===== config.mk =====
export PLATFORM = sky130hd
export DESIGN_NAME = hazard_stall_unit
export DESIGN_NICKNAME = d
export VERILOG_FILES = /design/src/rtl/hazard_stall_unit_pkg.sv /design/src/rtl/hazard_stall_unit_md_busy_timer.sv /design/src/rtl/hazard_stall_unit.sv
export SDC_FILE = /design/constraint.sdc
export NUM_CORES = 1
export LEC_CHECK = 0
export CAP_MARGIN = 20
export CORE_MARGIN = 4
export CORE_UTILIZATION = 37
export DETAILED_ROUTE_END_ITERATION = 7
export HOLD_SLACK_MARGIN = 0.05
export PLACE_DENSITY = 0.69
export SETUP_SLACK_MARGIN = 0.5
export SLEW_MARGIN = 10
export SYNTH_ARGS = -nofsm -noshare
export SYNTH_HDL_FRONTEND = slang
export SYNTH_SLANG_ARGS = --single-unit
export TNS_END_PERCENT = 30

===== constraint.sdc =====
create_clock -name clk -period 2.3 [get_ports clk]
set_clock_uncertainty 0.1 [all_clocks]
set_input_delay 0.46 -clock clk [delete_from_list [all_inputs] [get_ports clk]]
set_output_delay 0.46 -clock clk [all_outputs]
set_load 0.01 [all_outputs]

===== src/rtl/hazard_stall_unit_pkg.sv =====
// Shared encodings for the hazard/stall slice of the 5-stage MIPS core.
// Holds the data-memory read-type codes (DMRd_*) used to recognise loads
// in EX, the multiply/divide unit state encoding, and a helper that sizes
// the busy down-counter from the unit latency.
package hazard_stall_unit_pkg;

    // Data-memory read type carried by the EX instruction.
    localparam logic [2:0] DMRd_NOP = 3'b000;
    localparam logic [2:0] DMRd_LW  = 3'b001;
    localparam logic [2:0] DMRd_LH  = 3'b010;
    localparam logic [2:0] DMRd_LHU = 3'b011;
    localparam logic [2:0] DMRd_LB  = 3'b100;
    localparam logic [2:0] DMRd_LBU = 3'b101;

    // Multiply/divide unit occupancy.
    typedef enum logic {
        MD_IDLE = 1'b0,
        MD_BUSY = 1'b1
    } md_state_e;

    // Bits needed to hold MD_LAT-1 (at least one bit).
    function automatic int unsigned md_cnt_width(input int unsigned lat);
        return (lat < 2) ? 1 : $clog2(lat);
    endfunction

endpackage


===== src/rtl/hazard_stall_unit_md_busy_timer.sv =====
// md_busy_timer: occupancy tracker for the multi-cycle multiply/divide unit.
// A start strobe in IDLE opens a busy window of exactly MD_LAT cycles; the
// cycle after the window closes carries a registered one-cycle done pulse.
// Ports:
//   clk    in   core clock
//   rstn   in   asynchronous active-low reset (aborts a window, no done)
//   start  in   accepted start strobe (only honoured in IDLE)
//   busy   out  unit occupied
//   done   out  one-cycle pulse after the busy window ends
module md_busy_timer
    import hazard_stall_unit_pkg::*;
#(
    parameter int unsigned MD_LAT = 32
) (
    input  logic clk,
    input  logic rstn,
    input  logic start,
    output logic busy,
    output logic done
);

    localparam int unsigned CW = md_cnt_width(MD_LAT);

    md_state_e       state, state_nxt;
    logic [CW-1:0]   cnt, cnt_nxt;
    logic            done_nxt;

    always_ff @(posedge clk or negedge rstn) begin
        if (!rstn) begin
            state <= MD_IDLE;
            cnt   <= '0;
            done  <= 1'b0;
        end else begin
            state <= state_nxt;
            cnt   <= cnt_nxt;
            done  <= done_nxt;
        end
    end

    // cnt is loaded with MD_LAT-1 and the BUSY state is left on the edge
    // where it reads zero, giving MD_LAT busy cycles in total.
    always_comb begin
        state_nxt = state;
        cnt_nxt   = cnt;
        done_nxt  = 1'b0;
        case (state)
            MD_IDLE: begin
                if (start) begin
                    state_nxt = MD_BUSY;
                    cnt_nxt   = CW'(MD_LAT - 1);
                end
            end
            MD_BUSY: begin
                if (cnt == '0) begin
                    state_nxt = MD_IDLE;
                    done_nxt  = 1'b1;
                end else begin
                    cnt_nxt = cnt - CW'(1);
                end
            end
            default: state_nxt = MD_IDLE;
        endcase
    end

    assign busy = (state == MD_BUSY);

endmodule


===== src/rtl/hazard_stall_unit.sv =====
// hazard_stall_unit: pipeline hazard controller beside the ID stage.
// Stalls the front end on load-use and multiply/divide-busy hazards,
// squashes wrong-path instructions on a taken branch, gates the start of
// the multiply/divide unit and counts stalled cycles (saturating).
// Ports:
//   clk, rstn                 clock, asynchronous active-low reset
//   IFID_rs/rt, use_rs/rt     source operands of the ID instruction
//   IFID_md_start/hilo_rd     ID instruction is mult/div or mfhi/mflo
//   IDEXE_DMRd, IDEXE_rd      load type and destination of EX instruction
//   EXE_br_taken              branch/jump resolved taken in EX
//   PC_Wr, IFID_Wr            write enables (0 = hold)
//   IFID_flush, IDEXE_flush   bubble injection controls
//   md_start, md_busy, md_done multiply/divide unit control and status
//   stall_cnt                 saturating count of cycles with PC_Wr = 0
module hazard_stall_unit
    import hazard_stall_unit_pkg::*;
#(
    parameter int unsigned MD_LAT = 32,
    parameter int unsigned CNT_W  = 32
) (
    input  logic             clk,
    input  logic             rstn,
    input  logic [4:0]       IFID_rs,
    input  logic [4:0]       IFID_rt,
    input  logic             IFID_use_rs,
    input  logic             IFID_use_rt,
    input  logic             IFID_md_start,
    input  logic             IFID_hilo_rd,
    input  logic [2:0]       IDEXE_DMRd,
    input  logic [4:0]       IDEXE_rd,
    input  logic             EXE_br_taken,
    output logic             PC_Wr,
    output logic             IFID_Wr,
    output logic             IFID_flush,
    output logic             IDEXE_flush,
    output logic             md_start,
    output logic             md_busy,
    output logic             md_done,
    output logic [CNT_W-1:0] stall_cnt
);

    logic lu_hazard;
    logic md_hazard;
    logic stall;

    // $0 is never a real dependency, so a load targeting it cannot stall.
    always_comb begin
        lu_hazard = (IDEXE_DMRd != DMRd_NOP) && (IDEXE_rd != 5'd0) &&
                    ((IFID_use_rs && (IDEXE_rd == IFID_rs)) ||
                     (IFID_use_rt && (IDEXE_rd == IFID_rt)));
        md_hazard = md_busy && (IFID_md_start || IFID_hilo_rd);
        stall     = (lu_hazard || md_hazard) && !EXE_br_taken;
    end

    always_comb begin
        PC_Wr       = 1'b1;
        IFID_Wr     = 1'b1;
        IFID_flush  = 1'b0;
        IDEXE_flush = 1'b0;
        if (EXE_br_taken) begin
            IFID_flush  = 1'b1;
            IDEXE_flush = 1'b1;
        end else if (stall) begin
            PC_Wr       = 1'b0;
            IFID_Wr     = 1'b0;
            IDEXE_flush = 1'b1;
        end
    end

    // A stalled or squashed mult/div must not reach the unit; md_hazard
    // also keeps a second start out while the unit is busy.
    assign md_start = IFID_md_start && !stall && !EXE_br_taken;

    md_busy_timer #(
        .MD_LAT (MD_LAT)
    ) u_md_busy_timer (
        .clk   (clk),
        .rstn  (rstn),
        .start (md_start),
        .busy  (md_busy),
        .done  (md_done)
    );

    always_ff @(posedge clk or negedge rstn) begin
        if (!rstn) begin
            stall_cnt <= '0;
        end else if (!PC_Wr && (stall_cnt != '1)) begin
            stall_cnt <= stall_cnt + CNT_W'(1);
        end
    end

endmodule


After elaboration in Yosys (flattened, before gate mapping)
Cells that the tools add are included.
{"block": "classes", "addsub": 2, "multipliers": 0, "div_mod_pow": 0, "magnitude_cmp": 0, "n_eq_ne": 5, "n_shift": 0, "muxes": 13, "bitwise": 1, "n_reduce_logical": 19}
{"op": "adder 32 x 1 -> 32 bit, second input constant", "count": 1}
{"op": "inequality test 32 bit, second input constant", "count": 1}
{"op": "== test 5 bit", "count": 2}
{"op": "two-way mux 5 bit", "count": 2}
{"op": "case mux 5 bit (2 select lines)", "count": 1}
{"op": "logical AND 1 bit", "count": 9}
{"op": "two-way mux 1 bit", "count": 9}
{"op": "logical NOT 5 bit", "count": 1}
{"op": "nonzero test 5 bit", "count": 1}
{"op": "subtractor 5 x 1 -> 5 bit, second input constant", "count": 1}
{"op": "inequality test 2 bit, second input constant", "count": 2}
{"op": "logical NOT 1 bit", "count": 3}
{"op": "logical OR 1 bit", "count": 3}
{"op": "nonzero test 3 bit", "count": 1}
{"op": "case mux 1 bit (2 select lines)", "count": 1}
{"op": "AND reduction 2 bit", "count": 1}
{"op": "inverter 1 bit", "count": 1}
{"block": "word_totals", "ff_bits": 39, "latch_bits": 0, "mem_bits_rw": 0, "mem_bits_ro": 0, "inputBits": 25, "output_inout_bits": 39, "wordCells": 44, "n_memories": 0}

Longest topological paths before layout
Gate-level depths: netlist of run 1.
{"block": "depth", "word_depth": 11, "mapped_depth": 7, "depth_no_buf": 7}

Hierarchy
A second synthesis of run 1 with hierarchy kept.
{"block": "unflattened", "cells_unflattened": 201, "hier_area_um2": 2095.8}
{"mod": "hazard_stall_unit", "instances": 1, "cells_per_inst": 172, "area_each_um2": 1756.7, "seq_area_each_um2": 800.8}
{"mod": "md_busy_timer", "instances": 1, "cells_per_inst": 29, "area_each_um2": 339.1, "seq_area_each_um2": 175.2}

Worst setup path before layout of run 1
OpenSTA, ideal clock, no wires.
{"block": "synth_path", "path_kind": "input -> output", "startpoint": "input IDEXE_rd[1]", "endpoint": "output PC_Wr", "arrival_ns": 1.740, "t_required_ns": 1.740, "path_slack_ns": 0.000, "stages": 5, "path_buffers": 1, "cell_sequence": "or4_1 o32ai_1 nor2_1 a21oi_2 buf_4"}
{"block": "synth_between", "elab_chain_cells": 8, "elab_cells_between_ends": 12, "classes_between": "2 x eq/ne; 2 x mux; 8 x reduce/logical"}
{"item": "from (decl)", "line_no": "hazard_stall_unit.sv:30", "rtl": "input logic [4:0] IDEXE_rd,"}
{"item": "== test 5 bit (on tied branches)", "line_no": "hazard_stall_unit.sv:49, hazard_stall_unit.sv:50"}
{"item": "logical AND 1 bit (on tied branches)", "line_no": "hazard_stall_unit.sv:49, hazard_stall_unit.sv:50"}
{"item": "logical OR 1 bit", "line_no": "hazard_stall_unit.sv:49", "rtl": "((IFID_use_rs && (IDEXE_rd == IFID_rs)) ||"}
{"item": "logical AND 1 bit *", "line_no": "hazard_stall_unit.sv:48", "rtl": "lu_hazard = (IDEXE_DMRd != DMRd_NOP) && (IDEXE_rd != 5'd0) &&"}
{"item": "logical OR 1 bit *", "line_no": "hazard_stall_unit.sv:52", "rtl": "stall = (lu_hazard || md_hazard) && !EXE_br_taken;"}
{"item": "logical AND 1 bit *", "line_no": "hazard_stall_unit.sv:52"}
{"item": "two-way mux 1 bit * (2 in a row)"}
{"item": "to (decl)", "line_no": "hazard_stall_unit.sv:32", "rtl": "output logic PC_Wr,"}
Mark *: on every way between the ends. The rest lies on a longest branch, timed or not.

Final worst setup path of run 1
{"block": "layout_path", "startpoint": "input IDEXE_rd[4]", "endpoint": "output IDEXE_flush"}
{"block": "layout_between", "elab_chain_cells": 8, "elab_cells_between_ends": 12, "classes_between": "2 x eq/ne; 2 x mux; 8 x reduce/logical"}
{"item": "== test 5 bit (on tied branches)", "line_no": "hazard_stall_unit.sv:49, hazard_stall_unit.sv:50"}
{"item": "logical AND 1 bit (on tied branches)", "line_no": "hazard_stall_unit.sv:49, hazard_stall_unit.sv:50"}
{"item": "logical OR 1 bit", "line_no": "hazard_stall_unit.sv:49"}
{"item": "logical AND 1 bit *", "line_no": "hazard_stall_unit.sv:48"}
{"item": "logical OR 1 bit *", "line_no": "hazard_stall_unit.sv:52"}
{"item": "logical AND 1 bit *", "line_no": "hazard_stall_unit.sv:52"}
{"item": "two-way mux 1 bit *", "line_no": "hazard_stall_unit.sv:63", "rtl": "end else if (stall) begin"}
{"item": "two-way mux 1 bit *", "line_no": "hazard_stall_unit.sv:60", "rtl": "if (EXE_br_taken) begin"}
{"item": "to (decl)", "line_no": "hazard_stall_unit.sv:35", "rtl": "output logic IDEXE_flush,"}
Marks and branches as above.

==> results of run 1 <==
==> power by group through the flow <==
stage               registers [mW]  logic (mW)  clock network, mW
floorplan                    0.918       0.352                  0
global placement             0.911       0.663                  0
detailed placement           0.914       0.674                  0
CTS                          0.899       0.706              0.587
global route                 0.930       0.895              0.626
finish                       0.910       0.824              0.576
==> what timing repair did <==
item	CTS	global route
endpoints found under the setup margin	75	76
hold buffers	1	0
resized for setup	69	90
pin swaps	22	24
hold endpoints to repair	15	0
setup buffers	7	6
==> synthesized netlist by cell type (2+ instances only) <==
| library cell | instances | area (um^2) |
|---|---|---|
| ha_1 | 3 | 37.5 |
| a21oi_1 | 3 | 15.0 |
| xor2_1 | 28 | 245 |
| and3_1 | 4 | 25.0 |
| nand4_1 | 9 | 56.3 |
| and4_1 | 2 | 17.5 |
| xnor2_1 | 15 | 131 |
| nand2_1 | 15 | 56.3 |
| nor3_1 | 12 | 60.1 |
| dfrtp_1 | 39 | 976 |
| buf_4 | 3 | 22.5 |
| nor4_1 | 6 | 37.5 |
| inv_1 | 9 | 33.8 |
| nand3_1 | 16 | 80.1 |
| a2bb2oi_1 | 4 | 35.0 |
| nor2_1 | 22 | 82.6 |
==> how the worst min path moves through the flow <==
stage                       from      endpoint
global route        stall_cnt[9]  stall_cnt[9]
CTS                 stall_cnt[9]  stall_cnt[9]
finish              stall_cnt[9]  stall_cnt[9]
detailed placement          rstn  stall_cnt[3]
global placement            rstn  stall_cnt[5]
floorplan                   rstn  stall_cnt[0]
==> stage by stage <==
| stage | instance area [um^2] | TNS (ns) | instances |
|---|---|---|---|
| 2_1_floorplan | 2110 | 0 | 208 |
| 3_3_place_gp | 2980 | -14.73 | 363 |
| 3_5_place_dp | 2980 | -16.34 | 363 |
| 4_1_cts | 3250 | 0 | 379 |
| 5_1_grt | 3600 | -0.0833 | 385 |
| 6_report | 3600 | 0 | 385 |
==> final cells by class <==
class / count / area [um^2]
Clock buffer: 5 / 68.8
Clock inverter: 3 / 43.8
Fill cell: 399 / 1670
Inverter: 9 / 36.3
Multi-Input combinational cell: 156 / 1370
Sequential cell: 39 / 987
Tap cell: 70 / 87.6
Timing Repair Buffer: 103 / 1010
==> state kept, by name (all words and copies together), names as in the netlist <==
register,count
u_md_busy_timer.done,1
u_md_busy_timer.cnt,5
stall_cnt,32
u_md_busy_timer.busy,1
==> metal layers <==
layer  routed length [um]  track usage [%]
met5                    0                0
met2                 3090             28.1
met4                  227             6.39
met1                 2780             23.0
met3                  238             3.66
==> cells in the final DEF (no fill, tap or decap), drive strengths merged, types with 2 or more instances in the layout <==
cell type / netlist / final
clkdlybuf4s50: 0 / 7
and3: 4 / 4
a2bb2oi: 4 / 4
xnor2: 15 / 15
dlygate4sd2: 0 / 8
ha: 3 / 3
inv: 9 / 9
xor2: 28 / 28
buf: 4 / 48
nand4: 10 / 10
nor4: 6 / 6
mux2: 2 / 2
nor3: 12 / 12
dlymetal6s2s: 0 / 36
dfrtp: 39 / 39
clkinv: 0 / 2
nand3: 17 / 17
nand2: 15 / 15
nand2b: 2 / 2
a21oi: 4 / 4
nor2: 22 / 22
and4: 2 / 2
clkbuf: 0 / 7
==> cell families after synthesis <==
| family | after synthesis | share of synthesized area (%) |
|---|---|---|
| compound gates | 14 | 5.19 |
| xor+xnor | 43 | 18.2 |
| fa+ha+maj | 3 | 1.81 |
| buf+inv | 13 | 3.26 |
| flops | 39 | 47.1 |
| mux | 2 | 1.09 |
| simple gates | 94 | 23.4 |
==> metrics.txt, run 1 <==
combinational share of power 35.7%; WP depth 8; CTS root buffer clkbuf_8; # nets final 342; Num Clock Sinks 39; status finished, final reports clean; sequential-to-total area share from yosys stat 47.1%; clk slew on worst S/H paths roughly 0.080 ns; die area slightly below 7000 um^2; Hold WS between 0.3 and 0.4 ns; Cell Int Power around 1.6 mW; EDFF count, synth 0; CP top delay family simple AND/OR/NAND/NOR gates; CTS tree yes; Final Max Slew Viols 0; crit path max fanout 2; reg2reg path depth 8; RePlAce Congestion 0.860; Worst Setup EP IDEXE_flush; #FFs+latches synth 39; port bufs 63; # setup viols final 0; max_cap viols 0; Seq pwr share 39.4%; final core utilization between 60% and 70%; Async SR Flop Fraction between 90% and 100%; post-route setup slack ~0.011 ns; Pwr Density 641 nW/um^2; reg2reg start stall_cnt[15]; sw power roughly 0.75 mW; Critical Path Start IDEXE_rd[4]; Crit-path slowest cell or4_4; first-pass iteration count of the detailed router 4; Vert. Die Dim a little over 80 um; synthesized area per cell ~10 um^2; Worst Path Buf+Inv 4; CP endpoint kind output pin; Antenna Nets Post-Route 0; H-tree depth 2; YS warnings 0; sw frac about 33%; initial antenna violation count 0; Num CTS Buffers 5; die boundary width approximately 83 um; Worst setup SP type input pin; total power between 2 and 2.5 mW; Worst EP arrival ~1.7 ns; Vias/cell ~5.2; gr usage total between 10% and 20%; area delta synth->final 74.0%; vias in the first global route roughly 2,000; reg2reg end stall_cnt[13]; largest net degree at the start of global routing 18; synthesized area a little over 2000 um^2; Relative slew margins 67.9%; Main synth FF type dfrtp_1; Via Count between 2,000 and 2,500; Post-Syn Instances ~210; Fin. Hold Viols 0; layout cell share with drive strength beyond 1 between 30 and 40%; global route overflow 0; Initial Util between 30% and 40%; Synthesized Nets ~240; post-route minimum period between 2 and 2.5 ns; pre-CTS setup slack -0.715 ns; CP Class input pin to output pin; f_max roughly 440 MHz; global-route wire length before repair between 9 and 10 mm; IO Count 64; DP HPWL between 4 and 5 mm; WL final roughly 6.3 mm; initial DRC count between 60 and 70; Worst VDD drop 0.000341 V; hold path depth 1; CP cell instances buf_6 -> or4_4 -> o32ai_4 -> buf_6 -> inv_4 -> a21oi_2 -> nand2_1 -> buf_2; RSZ-0062 raised after global routing yes; Worst path most repeated cell buf_6; n_diodes 0; mean routed wirelength per cell 16.4 um; row count 26; # DRC 0; Leak 2.22 nW; Core Box Area roughly 5300 um^2; Worst Tran Pin Value approximately 0.48 ns; worst skew pair latency slightly below 0.3 ns; Longest Clk Path Bufs 2; CP required around 1.7 ns; worst min-delay path category flip-flop to flip-flop; Synth cell types 34; R2R Setup Slk 0.25 ns; Clock power frac 24.9%; Critical Path Max Stage Delay ~0.54 ns; Final Cycle Share about 100%
No activity file was read; power rests on OpenSTA's default activity.
==> run 2: changes to the inputs <==
==> constraint.sdc (replaced) <==
create_clock -name clk -period 2.3 [get_ports clk]
set_clock_uncertainty 0.1 [all_clocks]
set_input_delay 0.69 -clock clk [delete_from_list [all_inputs] [get_ports clk]]
set_output_delay 0.69 -clock clk [all_outputs]
set_load 0.01 [all_outputs]
==> run 2 against run 1 <==
  * The run now ends with setup timing left
  * Sequential share of layout area shrank 0.32 points
  * Worst setup slack worse by 0.48 ns
  * Utilization up 0.28 points
  * Sequential power fell by 0.4%
  * Clock power is 2% lower
  * Register-to-register slack got worse by 0.22 ns
  * Maximum frequency shrank 17%
  * Die area is the same
  * First-iteration DRC count increased by 38%
  * Cell area is 0.42% higher
  * Critical endpoint unchanged
  * Largest cell class unchanged
  * Highest routed layer unchanged
==> metrics.txt, run 2 (synthesized netlist as in run 1, its figures left out) <==
Leak 1.88 nW (-16%); # DRC 0 (unchanged); RePlAce Congestion 0.859 (-0.13%); # setup viols final 30 (+30); Final Max Slew Viols 0 (unchanged); # nets final 351 (+2.6%); reg2reg start stall_cnt[2]; Core Box Area 5270 um^2 (unchanged); CTS tree yes; max_cap viols 0 (unchanged); Longest Clk Path Bufs 2 (unchanged); Vias/cell 5.20 (about the same); global-route wire length before repair 11.4 mm (+15%); gr usage total 20.3% (+2.9 points); CP required 1.51 ns (-0.23 ns); DP HPWL 4.26 mm (+1.2%); worst min-delay path category input pin to async pin; Reg with most FFs stall_cnt; final core utilization 68.7% (+0.28 points); Crit-path slowest cell or4_4; quantity of hold-fixing buffers added after cts 0 (-1); CP cell instances buf_6 -> or4_4 -> o32ai_4 -> buf_6 -> inv_4 -> a21oi_2 -> nand2_1 -> buf_2; worst skew pair latency 0.30 ns (about the same); Initial Util 39.3% (unchanged); clk slew on worst S/H paths 0.08 ns (about the same); post-route minimum period 2.77 ns (+0.480 ns); Critical Path Max Stage Delay 0.53 ns (about the same); total power 2.48 mW (+7.2%); Via Count 2,045 (+2.0%); layout cell share with drive strength beyond 1 46.1% (+9.6 points); RSZ-0062 raised after global routing yes; Num CTS Buffers 5 (unchanged); CTS root buffer clkbuf_8; n_diodes 0 (unchanged); Vert. Die Dim 82.8 um (unchanged); top flop regs stall_cnt x32, u_md_busy_timer.cnt x5; Worst Setup EP IDEXE_flush; reg2reg end stall_cnt[21]; H-tree depth 2 (unchanged); Non-Filler Instances 393 (+2.1%); most frequent cells in the layout 36 x dfrtp_1, 33 x buf_4, 28 x xor2_1; Pwr Density 684 nW/um^2 (+6.8%); Critical Path Start IDEXE_rd[4]; vias in the first global route 2,215 (+11%); CP endpoint kind output pin; port bufs 63 (unchanged); max reg flops 32 (unchanged); Worst EP arrival 1.98 ns (+0.25 ns); Worst path most repeated cell buf_6; die boundary width 82.8 um (unchanged); CP Class input pin to output pin; placed cell count 368 (+1.4%); Worst setup SP type input pin; post-route setup slack -0.470 ns (-0.480 ns); global route overflow 0 (unchanged); R2R Setup Slk 0.03 ns (-0.22 ns); initial antenna violation count 0 (unchanged); crit path max fanout 2 (unchanged); Final Cycle Share 120% (+21 points); Worst Tran Pin Value 0.623 ns (+0.143 ns); largest net degree at the start of global routing 22 (+4); f_max 361 MHz (-17%); IO Count 64 (unchanged); Relative slew margins 58.4% (-9.6 points); first-pass iteration count of the detailed router 4 (unchanged); mean routed wirelength per cell 17.6 um (+7.2%); Worst VDD drop 0.000324 V (-4.9%); reg2reg path depth 5 (-3); Antenna Nets Post-Route 0 (unchanged); area delta synth->final 74.7%; initial DRC count 91 (+38%); Num Clock Sinks 39 (unchanged); status finished with violations; die area 6860 um^2 (unchanged); violated checks setup timing; commonest non-fill, non-tap cell in the layout dfrtp_1; Fin. Hold Viols 0 (unchanged); row count 26 (unchanged); WL final 6.93 mm (+9.4%)
-- run 2: how the worst min path moves through the flow --
stage,start,endpoint,slack (ns),cells after the start
after global routing,rstn,stall_cnt[21],0.26,1
final,rstn,stall_cnt[21],0.23,1
after floorplan,rstn,stall_cnt[0],0.29,0
after CTS,rstn,stall_cnt[4],0.24,1
after detailed placement,stall_cnt[9],stall_cnt[9],0.39,1
after global placement,stall_cnt[9],stall_cnt[9],0.39,1
-- run 2: cell type report --
class                   count  area [um^2]
multi-input cells         156         1440
inverters                   9         36.3
fillers                   390         1650
repair buffers            112          977
flip-flops and latches     39          980
clock buffers               6         72.6
clock inverters             1         30.0
well taps                  70         87.6
-- run 2: per-layer routing --
layer	global-route usage (%)	wire length, um	up-vias
li1	-	-	958
met1	25.9	2920	1012
met2	33.7	3600	60
met3	3.76	262	15
met4	8.92	145	0
met5	0	0	-
-- run 2: per-stage QoR --
| step | cell area [um^2] | TNS (ns) | setup slack (ns) | hold slack [ns] |
|---|---|---|---|---|
| finish | 3620 | -6.65 | -0.470 | 0.229 |
| global placement | 3030 | -23.96 | -1.15 | 0.385 |
| global route | 3620 | -9.19 | -0.520 | 0.261 |
| detailed placement | 3030 | -25.51 | -1.19 | 0.385 |
| CTS | 3590 | -5.76 | -0.456 | 0.242 |
| floorplan | 2110 | -0.850 | -0.401 | 0.294 |
-- run 2: worst max-delay path: cells and delay by family --
kind	cells	cell delay [ns]
simple gates	2	0.61
buf+inv	4	0.42
compound gates	2	0.25
-- run 2: power by group --
part / switching (mW) / leakage, nW / internal [mW]
registers: 0.121 / 0.495 / 0.784
logic: 0.467 / 1.33 / 0.538
clock network: 0.248 / 0.0513 / 0.318
total: 0.836 / 1.88 / 1.64
-- run 2: what timing repair did --
action	4_1_cts	5_1_grt
endpoints found under the hold margin	0	0
pin swaps	44	23
cloned	0	0
endpoints found under the setup margin	77	68
resized for setup	230	34
setup buffers	16	2
==> run 3: changes to the inputs <==
--- a/config.mk
+++ b/config.mk
@@ -7,11 +7,11 @@
 export LEC_CHECK = 0
 export CAP_MARGIN = 20
 export CORE_MARGIN = 4
-export CORE_UTILIZATION = 37
+export CORE_UTILIZATION = 47
 export DETAILED_ROUTE_END_ITERATION = 7
 export HOLD_SLACK_MARGIN = 0.05
-export PLACE_DENSITY = 0.69
-export SETUP_SLACK_MARGIN = 0.5
+export PLACE_DENSITY = 0.83
+export SETUP_SLACK_MARGIN = 0.2
 export SLEW_MARGIN = 10
 export SYNTH_ARGS = -nofsm -noshare
 export SYNTH_HDL_FRONTEND = slang
==> run 3 against run 2 <==
  * Largest power group unchanged
  * Routed wire length increased by 15%
  * The run still ends with setup timing left
  * Utilization grew 17 points
  * Register-to-register slack worse by 0.23 ns
  * Critical endpoint unchanged
  * Hold slack gained 0.0092 ns
  * Total power down 4.3%
  * Critical path depth fell by 1
  * Sequential share of layout area rose by 0.72 points
==> metrics.txt, run 3 (synthesized netlist as in run 1, its figures left out) <==
top flop regs stall_cnt x32, u_md_busy_timer.cnt x5; Filler Cell Count 199 (-49%); worst skew pair latency 0.30 ns (about the same); # DRC 0 (unchanged); Reg with most FFs stall_cnt; Pwr Density 671 nW/um^2 (-1.9%); total power 2.37 mW (-4.3%); Vias/cell 6.01 (+16%); die area 5530 um^2 (-19%); H-tree depth 2 (unchanged); Core Box Area 4140 um^2 (-21%); Worst setup SP type input pin; Antenna Nets Post-Route 0 (unchanged); f_max 357 MHz (-1.0%); area delta synth->final 70.4%; status finished with violations; DP HPWL 4.10 mm (-3.7%); worst min-delay path category input pin to async pin; max_cap viols 0 (unchanged); n_diodes 0 (unchanged); Vert. Die Dim 74.4 um (-10%); final core utilization 85.2% (+17 points); global route overflow 0 (unchanged); Fin. Hold Viols 0 (unchanged); layout cell share with drive strength beyond 1 35.1% (-11 points); global-route wire length before repair 10.6 mm (-7.0%); die boundary width 74.4 um (-10%); CP endpoint kind output pin; Worst EP arrival 2.01 ns (+0.03 ns); initial antenna violation count 0 (unchanged); CTS root buffer clkbuf_8; port bufs 63 (unchanged); Via Count 2,135 (+4.4%); RSZ-0062 raised after global routing yes; post-route setup slack -0.498 ns (-0.0281 ns); placed cell count 340 (-7.6%); Worst Tran Pin Value 0.631 ns (+0.00771 ns); largest net degree at the start of global routing 22 (unchanged); vias in the first global route 2,033 (-8.2%); # nets final 333 (-5.1%); # setup viols final 34 (+13%); RePlAce Congestion 0.854 (-0.57%); clk slew on worst S/H paths 0.08 ns (about the same); Seq pwr share 38.9% (+2.3 points); violated checks setup timing; Final Max Slew Viols 0 (unchanged); Num Clock Sinks 39 (unchanged); first-pass iteration count of the detailed router 4 (unchanged); combinational share of power 40.5% (about the same); Non-Filler Instances 355 (-9.7%); mean routed wirelength per cell 22.4 um (+27%); crit path max fanout 2 (unchanged); initial DRC count 168 (+85%); Cell Int Power 1.52 mW (-7.7%); WL final 7.95 mm (+15%); Final Cycle Share 122% (+1.2 points); CTS tree yes; Relative slew margins 57.8% (-0.52 points); Num CTS Buffers 5 (unchanged); CP Class input pin to output pin; row count 23 (-12%); gr usage total 25.4% (+5.1 points); post-route minimum period 2.80 ns (+0.0281 ns); Leak 1.87 nW (-0.33%); Worst VDD drop 0.000496 V (+53%); max reg flops 32 (unchanged); Initial Util 50.0% (+11 points); sw power 0.854 mW (+2.2%); sw frac 36.1% (+2.3 points); CP required 1.51 ns (about the same); IO Count 64 (unchanged); commonest non-fill, non-tap cell in the layout dfrtp_1; Longest Clk Path Bufs 2 (unchanged); most frequent cells in the layout 35 x dfrtp_1, 28 x xor2_1, 26 x clkdlybuf4s50_1; Clock power frac 20.6% (-2.3 points)
run 3: cell count changes in the layout (fill, tap and decap cells not counted), sizes merged, moves of 7 or more:
| cell | delta |
|---|---|
| dlymetal6s2s | +9 |
| clkdlybuf4s15 | -8 |
| buf | -33 |
| clkdlybuf4s50 | +20 |
| clkbuf | -7 |
run 3: area by class of cell:
| cell class | instances | area (um^2) | share of cell area [%] |
|---|---|---|---|
| Clock inverter | 1 | 5.00 | 0.142 |
| Multi-Input combinational cell | 156 | 1430 | 40.5 |
| Inverter | 9 | 33.8 | 0.957 |
| Tap cell | 50 | 62.6 | 1.77 |
| Sequential cell | 39 | 981 | 27.8 |
| Clock buffer | 6 | 82.6 | 2.34 |
| Timing Repair Buffer | 94 | 935 | 26.5 |
run 3: timing repair:
item | in CTS | in global routing
pin swaps | 21 | 30
setup buffers | 3 | 3
hold buffers | 0 | 0
gates cloned | 2 | 0
gates resized for setup | 88 | 74
setup endpoints to repair | 49 | 62
run 3: through the flow:
| stage | cell area, um^2 | hold slack, ns | setup TNS, ns | setup slack (ns) |
|---|---|---|---|---|
| CTS | 3240 | 0.260 | -2.11 | -0.457 |
| finish | 3530 | 0.238 | -5.61 | -0.498 |
| global placement | 2960 | 0.377 | -20.34 | -1.13 |
| global route | 3530 | 0.269 | -8.32 | -0.526 |
| floorplan | 2100 | 0.294 | -0.850 | -0.401 |
| detailed placement | 2960 | 0.400 | -22.00 | -1.19 |
run 3: final timing paths:
path / startpoint / to / slack (ns) / cells past startpoint
setup / recovery: IDEXE_DMRd[1] / IDEXE_flush / -0.50 / 7
hold reg to reg: stall_cnt[28] / stall_cnt[28] / 0.42 / 1
min in group clk: stall_cnt[28] / stall_cnt[28] / 0.42 / 1
max in group asynchronous: rstn / stall_cnt[26] / 1.35 / 2
setup reg to reg: stall_cnt[7] / stall_cnt[1] / -0.20 / 7
hold / removal: rstn / stall_cnt[3] / 0.24 / 1
run 3: power by group through the flow:
stage,clock (mW),combinational (mW),sequential (mW)
2_1_floorplan,0,0.342,0.918
3_3_place_gp,0,0.675,0.902
3_5_place_dp,0,0.697,0.912
4_1_cts,0.471,0.796,0.902
5_1_grt,0.520,1.02,0.937
6_report,0.488,0.960,0.922
run 3: metal layers:
layer	global-route usage (%)	up-vias	share of wire (%)
li1	-	915	-
met1	33.7	1068	39
met2	41.0	118	51
met3	5.41	34	5.9
met4	9.68	0	4.7
met5	0	-	0
run 3: worst max-delay path: stages:
cell	delay, ns
clkdlybuf4s50_1	0.45
o32ai_4	0.29
buf_4	0.16
inv_2	0.05
a21oi_2	0.12
nand2_1	0.08
buf_2	0.16
